[src/rtl/ef_smsdac_pkg.sv]
// Shared types and constants for the mismatch-shaping DAC decoder.
// Segment pair, level and balance accumulator types live here.
package ef_smsdac_pkg;

  localparam int NSEG = 7;
  localparam int CODE_W = 9;
  localparam int BAL_W_DEF = 6;

  typedef logic [1:0] pair_t;
  typedef logic [1:0] lvl_t;
  typedef logic signed [BAL_W_DEF-1:0] bal_t;

  function automatic lvl_t pair_level(pair_t p);
    return {1'b0, p[0]} + {1'b0, p[1]};
  endfunction

endpackage

[src/rtl/ef_smsdac_msd_if.sv]
// Bus bundle between the encoder side and the decoder/monitor.
// The master drives segment data and reference; the slave reports.
interface ef_smsdac_msd_if;
  import ef_smsdac_pkg::*;

  logic              in_valid;
  logic [13:0]       y_seg;
  logic              x_top;
  logic              y_c;
  logic [CODE_W-1:0] ref_code;
  logic              clear_stats;
  logic              out_valid;
  logic [CODE_W-1:0] d_code;
  logic              err;
  logic [15:0]       err_count;
  logic [NSEG-1:0]   bal_flag;

  modport master (
    output in_valid, y_seg, x_top, y_c,
    output ref_code, clear_stats,
    input  out_valid, d_code, err,
    input  err_count, bal_flag
  );

  modport slave (
    input  in_valid, y_seg, x_top, y_c,
    input  ref_code, clear_stats,
    output out_valid, d_code, err,
    output err_count, bal_flag
  );

endinterface

[src/rtl/ef_smsdac_msd_seg.sv]
// One segment: registers its level and tracks element imbalance.
// The flag is sticky and follows the registered accumulator.
module ef_smsdac_msd_seg
  import ef_smsdac_pkg::*;
#(
  parameter int BAL_W   = 6,
  parameter int BAL_LIM = 4
) (
  input  logic  clk,
  input  logic  rst,
  input  pair_t pair,
  input  logic  in_valid,
  input  logic  clear_stats,
  output lvl_t  lvl,
  output logic  flag
);

  localparam logic signed [BAL_W-1:0] AMAX =
    BAL_W'((2 ** (BAL_W - 1)) - 1);
  localparam logic signed [BAL_W-1:0] AMIN = -AMAX;
  localparam logic signed [BAL_W-1:0] ONE = BAL_W'(1);
  localparam logic signed [BAL_W-1:0] LIMP = BAL_W'(BAL_LIM);
  localparam logic signed [BAL_W-1:0] LIMN = -LIMP;

  logic signed [BAL_W-1:0] acc;
  logic signed [BAL_W-1:0] acc_nxt;
  logic                    over;

  // Stage-1 level register, loaded with each valid sample
  always_ff @(posedge clk or posedge rst) begin
    if (rst) begin
      lvl <= '0;
    end else if (in_valid) begin
      lvl <= pair_level(pair);
    end
  end

  // Saturating step: high element adds, low element subtracts
  always_comb begin
    acc_nxt = acc;
    if (in_valid) begin
      if (pair == 2'b10 && acc != AMAX) begin
        acc_nxt = acc + ONE;
      end else if (pair == 2'b01 && acc != AMIN) begin
        acc_nxt = acc - ONE;
      end
    end
  end

  assign over = (acc > LIMP) || (acc < LIMN);

  // Accumulator register; clear beats a concurrent update
  always_ff @(posedge clk or posedge rst) begin
    if (rst) begin
      acc <= '0;
    end else if (clear_stats) begin
      acc <= '0;
    end else begin
      acc <= acc_nxt;
    end
  end

  // Sticky imbalance flag taken from the updated accumulator
  always_ff @(posedge clk or posedge rst) begin
    if (rst) begin
      flag <= 1'b0;
    end else if (clear_stats) begin
      flag <= 1'b0;
    end else if (over) begin
      flag <= 1'b1;
    end
  end

endmodule

[src/rtl/ef_smsdac_msd.sv]
// Decoder top: rebuilds the DAC code, aligns the reference,
// and counts mismatches once the reference line holds fresh data.
module ef_smsdac_msd
  import ef_smsdac_pkg::*;
#(
  parameter int REF_DELAY = 1,
  parameter int BAL_W     = 6,
  parameter int BAL_LIM   = 4
) (
  input logic           clk,
  input logic           rst,
  ef_smsdac_msd_if.slave bus
);

  // The err register compares one cycle ahead of its output,
  // so the line and warm-up stop one short of the full delay.
  localparam int DL = REF_DELAY + 1;
  localparam int WARM = REF_DELAY + 1;
  localparam int WC_W = $clog2(WARM + 1);

  lvl_t              lvl [NSEG];
  logic [NSEG-1:0]   flag;
  logic [1:0]        top_s1;
  logic              v1;
  logic [CODE_W-1:0] sum;
  logic              out_valid;
  logic [CODE_W-1:0] d_code;
  logic [CODE_W-1:0] ref_dl [DL];
  logic [WC_W-1:0]   wcnt;
  logic              warm_ok;
  logic              err;
  logic [15:0]       err_cnt;

  for (genvar k = 0; k < NSEG; k++) begin : g_seg
    ef_smsdac_msd_seg #(
      .BAL_W   (BAL_W),
      .BAL_LIM (BAL_LIM)
    ) u_seg (
      .clk         (clk),
      .rst         (rst),
      .pair        (bus.y_seg[2*k +: 2]),
      .in_valid    (bus.in_valid),
      .clear_stats (bus.clear_stats),
      .lvl         (lvl[k]),
      .flag        (flag[k])
    );
  end

  // Stage 1: top drive sum and valid beside the segment levels
  always_ff @(posedge clk or posedge rst) begin
    if (rst) begin
      v1     <= 1'b0;
      top_s1 <= '0;
    end else begin
      v1 <= bus.in_valid;
      if (bus.in_valid) begin
        top_s1 <= {1'b0, bus.x_top} + {1'b0, bus.y_c};
      end
    end
  end

  // Weighted adder tree over the stage-1 levels
  always_comb begin
    sum = CODE_W'(top_s1) << 7;
    for (int k = 0; k < NSEG; k++) begin
      sum = sum + (CODE_W'(lvl[k]) << k);
    end
  end

  // Stage 2: reconstructed code and its valid
  always_ff @(posedge clk or posedge rst) begin
    if (rst) begin
      out_valid <= 1'b0;
      d_code    <= '0;
    end else begin
      out_valid <= v1;
      if (v1) begin
        d_code <= sum;
      end
    end
  end

  // Reference delay line, shifting every clock
  always_ff @(posedge clk or posedge rst) begin
    if (rst) begin
      for (int i = 0; i < DL; i++) begin
        ref_dl[i] <= '0;
      end
    end else begin
      ref_dl[0] <= bus.ref_code;
      for (int i = 1; i < DL; i++) begin
        ref_dl[i] <= ref_dl[i-1];
      end
    end
  end

  assign warm_ok = (wcnt == WC_W'(WARM));

  // Warm-up counter holds off checks until the line is refilled
  always_ff @(posedge clk or posedge rst) begin
    if (rst) begin
      wcnt <= '0;
    end else if (!warm_ok) begin
      wcnt <= wcnt + WC_W'(1);
    end
  end

  // Mismatch pulse, aligned with the out_valid it checks
  always_ff @(posedge clk or posedge rst) begin
    if (rst) begin
      err <= 1'b0;
    end else begin
      err <= v1 && warm_ok && (sum != ref_dl[DL-1]);
    end
  end

  // Saturating mismatch counter; clear wins
  always_ff @(posedge clk or posedge rst) begin
    if (rst) begin
      err_cnt <= '0;
    end else if (bus.clear_stats) begin
      err_cnt <= '0;
    end else if (err && err_cnt != 16'hFFFF) begin
      err_cnt <= err_cnt + 16'd1;
    end
  end

  assign bus.out_valid = out_valid;
  assign bus.d_code    = d_code;
  assign bus.err       = err;
  assign bus.err_count = err_cnt;
  assign bus.bal_flag  = flag;

endmodule

[src/flat_wrapper.sv]
// flat-port wrapper written by rule: the top's interface ports become plain ports
module ef_smsdac_msd_flat import ef_smsdac_pkg::*;
#(
  parameter int REF_DELAY = 1,
  parameter int BAL_W     = 6,
  parameter int BAL_LIM   = 4
)
  (clk, rst, bus_in_valid, bus_y_seg, bus_x_top, bus_y_c, bus_ref_code, bus_clear_stats, bus_out_valid, bus_d_code, bus_err, bus_err_count, bus_bal_flag);
  ef_smsdac_msd_if bus_i ();
  input logic clk;
  input logic rst;
  input wire logic [$bits(bus_i.in_valid)-1:0] bus_in_valid;
  input wire logic [$bits(bus_i.y_seg)-1:0] bus_y_seg;
  input wire logic [$bits(bus_i.x_top)-1:0] bus_x_top;
  input wire logic [$bits(bus_i.y_c)-1:0] bus_y_c;
  input wire logic [$bits(bus_i.ref_code)-1:0] bus_ref_code;
  input wire logic [$bits(bus_i.clear_stats)-1:0] bus_clear_stats;
  output wire logic [$bits(bus_i.out_valid)-1:0] bus_out_valid;
  output wire logic [$bits(bus_i.d_code)-1:0] bus_d_code;
  output wire logic [$bits(bus_i.err)-1:0] bus_err;
  output wire logic [$bits(bus_i.err_count)-1:0] bus_err_count;
  output wire logic [$bits(bus_i.bal_flag)-1:0] bus_bal_flag;
  assign bus_i.in_valid = bus_in_valid;
  assign bus_i.y_seg = bus_y_seg;
  assign bus_i.x_top = bus_x_top;
  assign bus_i.y_c = bus_y_c;
  assign bus_i.ref_code = bus_ref_code;
  assign bus_i.clear_stats = bus_clear_stats;
  assign bus_out_valid = bus_i.out_valid;
  assign bus_d_code = bus_i.d_code;
  assign bus_err = bus_i.err;
  assign bus_err_count = bus_i.err_count;
  assign bus_bal_flag = bus_i.bal_flag;
  ef_smsdac_msd #(.REF_DELAY(REF_DELAY), .BAL_W(BAL_W), .BAL_LIM(BAL_LIM)) u_core (.clk(clk), .rst(rst), .bus(bus_i));
endmodule
[config.mk]
export PLATFORM = sky130hd
export DESIGN_NAME = ef_smsdac_msd_flat
export DESIGN_NICKNAME = d
export VERILOG_FILES = /design/src/rtl/ef_smsdac_pkg.sv /design/src/rtl/ef_smsdac_msd_if.sv /design/src/rtl/ef_smsdac_msd_seg.sv /design/src/rtl/ef_smsdac_msd.sv /design/src/flat_wrapper.sv
export SDC_FILE = /design/constraint.sdc
export NUM_CORES = 1
export LEC_CHECK = 0
export ABC_AREA = 0
export CORE_UTILIZATION = 47
export DETAILED_ROUTE_END_ITERATION = 10
export HOLD_SLACK_MARGIN = 0.08
export PLACE_DENSITY = 0.67
export SLEW_MARGIN = 5
export SYNTH_ARGS = -nofsm -noshare
export SYNTH_HDL_FRONTEND = slang
export SYNTH_SLANG_ARGS = --single-unit
[constraint.sdc]
create_clock -name clk -period 4.8 [get_ports clk]
set_clock_uncertainty 0.05 [all_clocks]
set_input_delay 0.96 -clock clk [delete_from_list [all_inputs] [get_ports clk]]
set_output_delay 0.96 -clock clk [all_outputs]
set_load 0.05 [all_outputs]
==> flow_metrics.py <==
metrics = {
    "timing": {
        "max-slew-margin-rel": 0.493,
        "finalSetupViolCount": 0,
        "slew_viol_final": 0,
        "clock.fmax_mhz": 320,
        "fin_ws_ns": 1.68,
        "fin_crit_ns": 3.12,
        "rsz0062_at_grt": "false",
        "period_share": 0.650,
        "finalHoldViolCount": 0,
        "worstMarginPinSlew_ns": 0.752,
        "setup_tns_ns": 0,
    },
    "routing": {
        "route.final.wire_length_mm": 13.6,
        "antenna_left": 0,
        "drc_errors": 0,
        "num_vias": 4983,
        "firstDrtPassIters": 4,
        "drt_iter0_markers": 300,
        "wl_per_cell_um": 14.8,
        "avgViaCountPerCell": 5.43,
    },
    "logic_synthesis": {
        "yosysTopAreaCell": "dfrtp_1",
        "synth_compound_area_frac": 0.118,
        "syn_area_um2": 6730,
        "post_synth_num_cell_types": 52,
        "synthSimpleGateAreaFrac": 0.125,
        "syn_nets": 760,
        "yosysWarnings": 0,
        "synth-seq-cells": 113,
        "seq_area_frac_synth": 0.420,
        "synth_flop_cell": "dfrtp_1",
        "synth_area_per_cell_um2": 10.1,
        "synthAdderAreaFrac": 0.134,
        "synth_area_leaders": "dfrtp_1 (42%), ha_1 (11%), xnor2_1 (6.2%), nor2_1 (4.5%), mux2_2 (4.0%)",
        "synth_edf_count": 0,
        "syn_inst": 664,
        "synth_top_family_by_area": "adder cells",
        "synth_xor_area_frac": 0.0820,
        "synth_most_common_cell": "dfrtp_1",
        "synth_mux_area_frac": 0.0759,
        "synthDominantCellAreaShare": 0.420,
        "synthTopCellsByCount": "dfrtp_1 (113), nor2_1 (81), ha_1 (59)",
        "async_flop_share": 1.00,
    },
    "critical_path": {
        "crit_path_end_kind": "register",
        "worstSetupPathType": "in2reg",
        "crit_required_ns": 5.08,
        "worstPathArrival_ns": 3.40,
        "r2r_cells": 9,
        "cp_max_fo": 7,
        "critPathLaunchType": "input port",
    },
    "floorplanning": {
        "dieArea_um2": 14800,
        "num_rows": 43,
        "chipHeight_um": 122,
        "core-area_um2": 13900,
        "start_util": 0.483,
        "dieWidth_um": 122,
        "ios": 63,
    },
    "global_route": {
        "grtUsageTotal": 0.203,
        "antenna_found_initial": 0,
        "grt_max_degree": 105,
        "grt_pass1_vias": 4975,
        "grt_first_pass_wirelength_mm": 23.5,
        "overflow": 0,
    },
    "clock_tree": {
        "postCtsResizedCells": 0,
        "cts_made_buffers": 17,
        "htree_levels": 4,
        "clkSlewWorstSetupHoldPaths_ns": 0.05,
        "cts_root_buf": "clkbuf_16",
        "cts_setup_buffers": 0,
        "ctsHoldBuffers": 0,
        "cts_tree": "done",
        "clock-sinks": 113,
        "clock_latency_ns": 0.41,
        "ctsLongestPathBuffers": 2,
    },
    "run_status": {
        "status": "finished clean",
    },
    "job": {
        "cap_violations": 0,
    },
    "min_path": {
        "hold_path.class": "reg2reg",
        "min_path_cells": 0,
    },
    "place": {
        "dpl.hpwl_mm": 9.43,
        "dp_worst_setup_slack_ns": 1.27,
        "globalplace.congestion": 0.832,
        "io_buffers": 62,
    },
    "cells_and_area": {
        "drive_gt1_frac": 0.104,
        "diodes": 0,
        "syn2layout_area_growth_pct": 21.4,
        "finish.net_count": 821,
    },
    "power": {
        "power.density_nw_per_um2": 423,
        "power_w": 0.00346,
        "ir_drop_v": 0.000427,
        "p_leak_nw": 3.89,
    },
}
==> cell type report <==
cell class	count	area, um^2
inverter	49	186
clock inverter	10	203
timing repair buffer	65	651
clock buffer	22	484
fill	1153	5770
multi-input combinational	479	3590
sequential	113	2830
tap	180	225
==> worst max-delay path, stage by stage <==
cell and delay [ns]:
clkdlybuf4s50_1 0.50, inv_1 0.06, ha_1 0.21, o41ai_2 0.13, ha_1 0.35, a21o_1 0.18
a21oi_1 0.24, o21ai_0 0.15, xnor2_1 0.14, or3_1 0.32, a21oi_1 0.14
==> flip-flops by register name, indices dropped and copies added, names as in the netlist <==
signal and count:
u_core.g_seg.u_seg.acc 42, u_core.top_s1 2, u_core.bus.err 1, u_core.g_seg.u_seg.lvl 14, u_core.bus.out_valid 1, u_core.g_seg.u_seg.flag 7
u_core.ref_dl 18, u_core.bus.err_count 16, u_core.v1 1, u_core.wcnt 2, u_core.bus.d_code 9
==> final timing paths <==
kind	start	end	slack (ns)
max	bus_y_seg[0]	u_core.g_seg[0].u_seg.acc[5]	1.68
min	u_core.ref_dl[14]	u_core.ref_dl[5]	0.29
max reg2reg	u_core.g_seg[0].u_seg.acc[0]	u_core.g_seg[0].u_seg.acc[5]	1.90
min reg2reg	u_core.ref_dl[14]	u_core.ref_dl[5]	0.29
max in group asynchronous	rst	u_core.bus.out_valid	3.19
min in group asynchronous	rst	u_core.g_seg[0].u_seg.acc[3]	0.75
==> through the flow <==
step	hold slack [ns]	cells	util	instance area, um^2
finish	0.294	918	0.586	8170
global route	0.302	918	0.586	8170
CTS	0.297	918	0.586	8170
detailed placement	0.286	886	0.537	7480
global placement	0.282	886	0.537	7480
floorplan	0.281	664	-	6730
==> layer usage <==
metal	GRT usage	wire length, um
met5	0	0
met1	0.259	6190
met4	0.0849	212
met3	0.0412	376
met2	0.333	6830
==> cells in the final DEF, fill, tap and decap left out, types with 13 or more instances in the layout <==
cell type,netlist,layout
dfrtp_1,113,113
nor2_1,81,81
clkdlybuf4s50_1,0,61
ha_1,59,59
inv_1,49,48
xnor2_1,48,48
a21oi_1,48,48
nand2_1,41,41
mux2_2,24,24
mux2i_1,24,24
o21ai_0,24,24
clkbuf_16,0,17
xor2_1,15,15
a21o_1,14,14
nand3_1,13,13
nand4_1,13,13
==> power breakdown <==
group	internal (W)	switching, W
Combinational	0.000373	0.000484
Clock	0.00103	0.000427
Sequential	0.00105	0.0000967
==> logic make-up (layout without fill, tap and decap cells) <==
| logic type | Yosys count | after routing |
|---|---|---|
| compound gates | 119 | 119 |
| flops | 113 | 113 |
| simple gates | 182 | 182 |
| xor+xnor | 63 | 63 |
| mux | 48 | 48 |
| fa+ha+maj | 67 | 67 |
| buf+inv | 72 | 146 |
(Power assumes the default switching activity.)
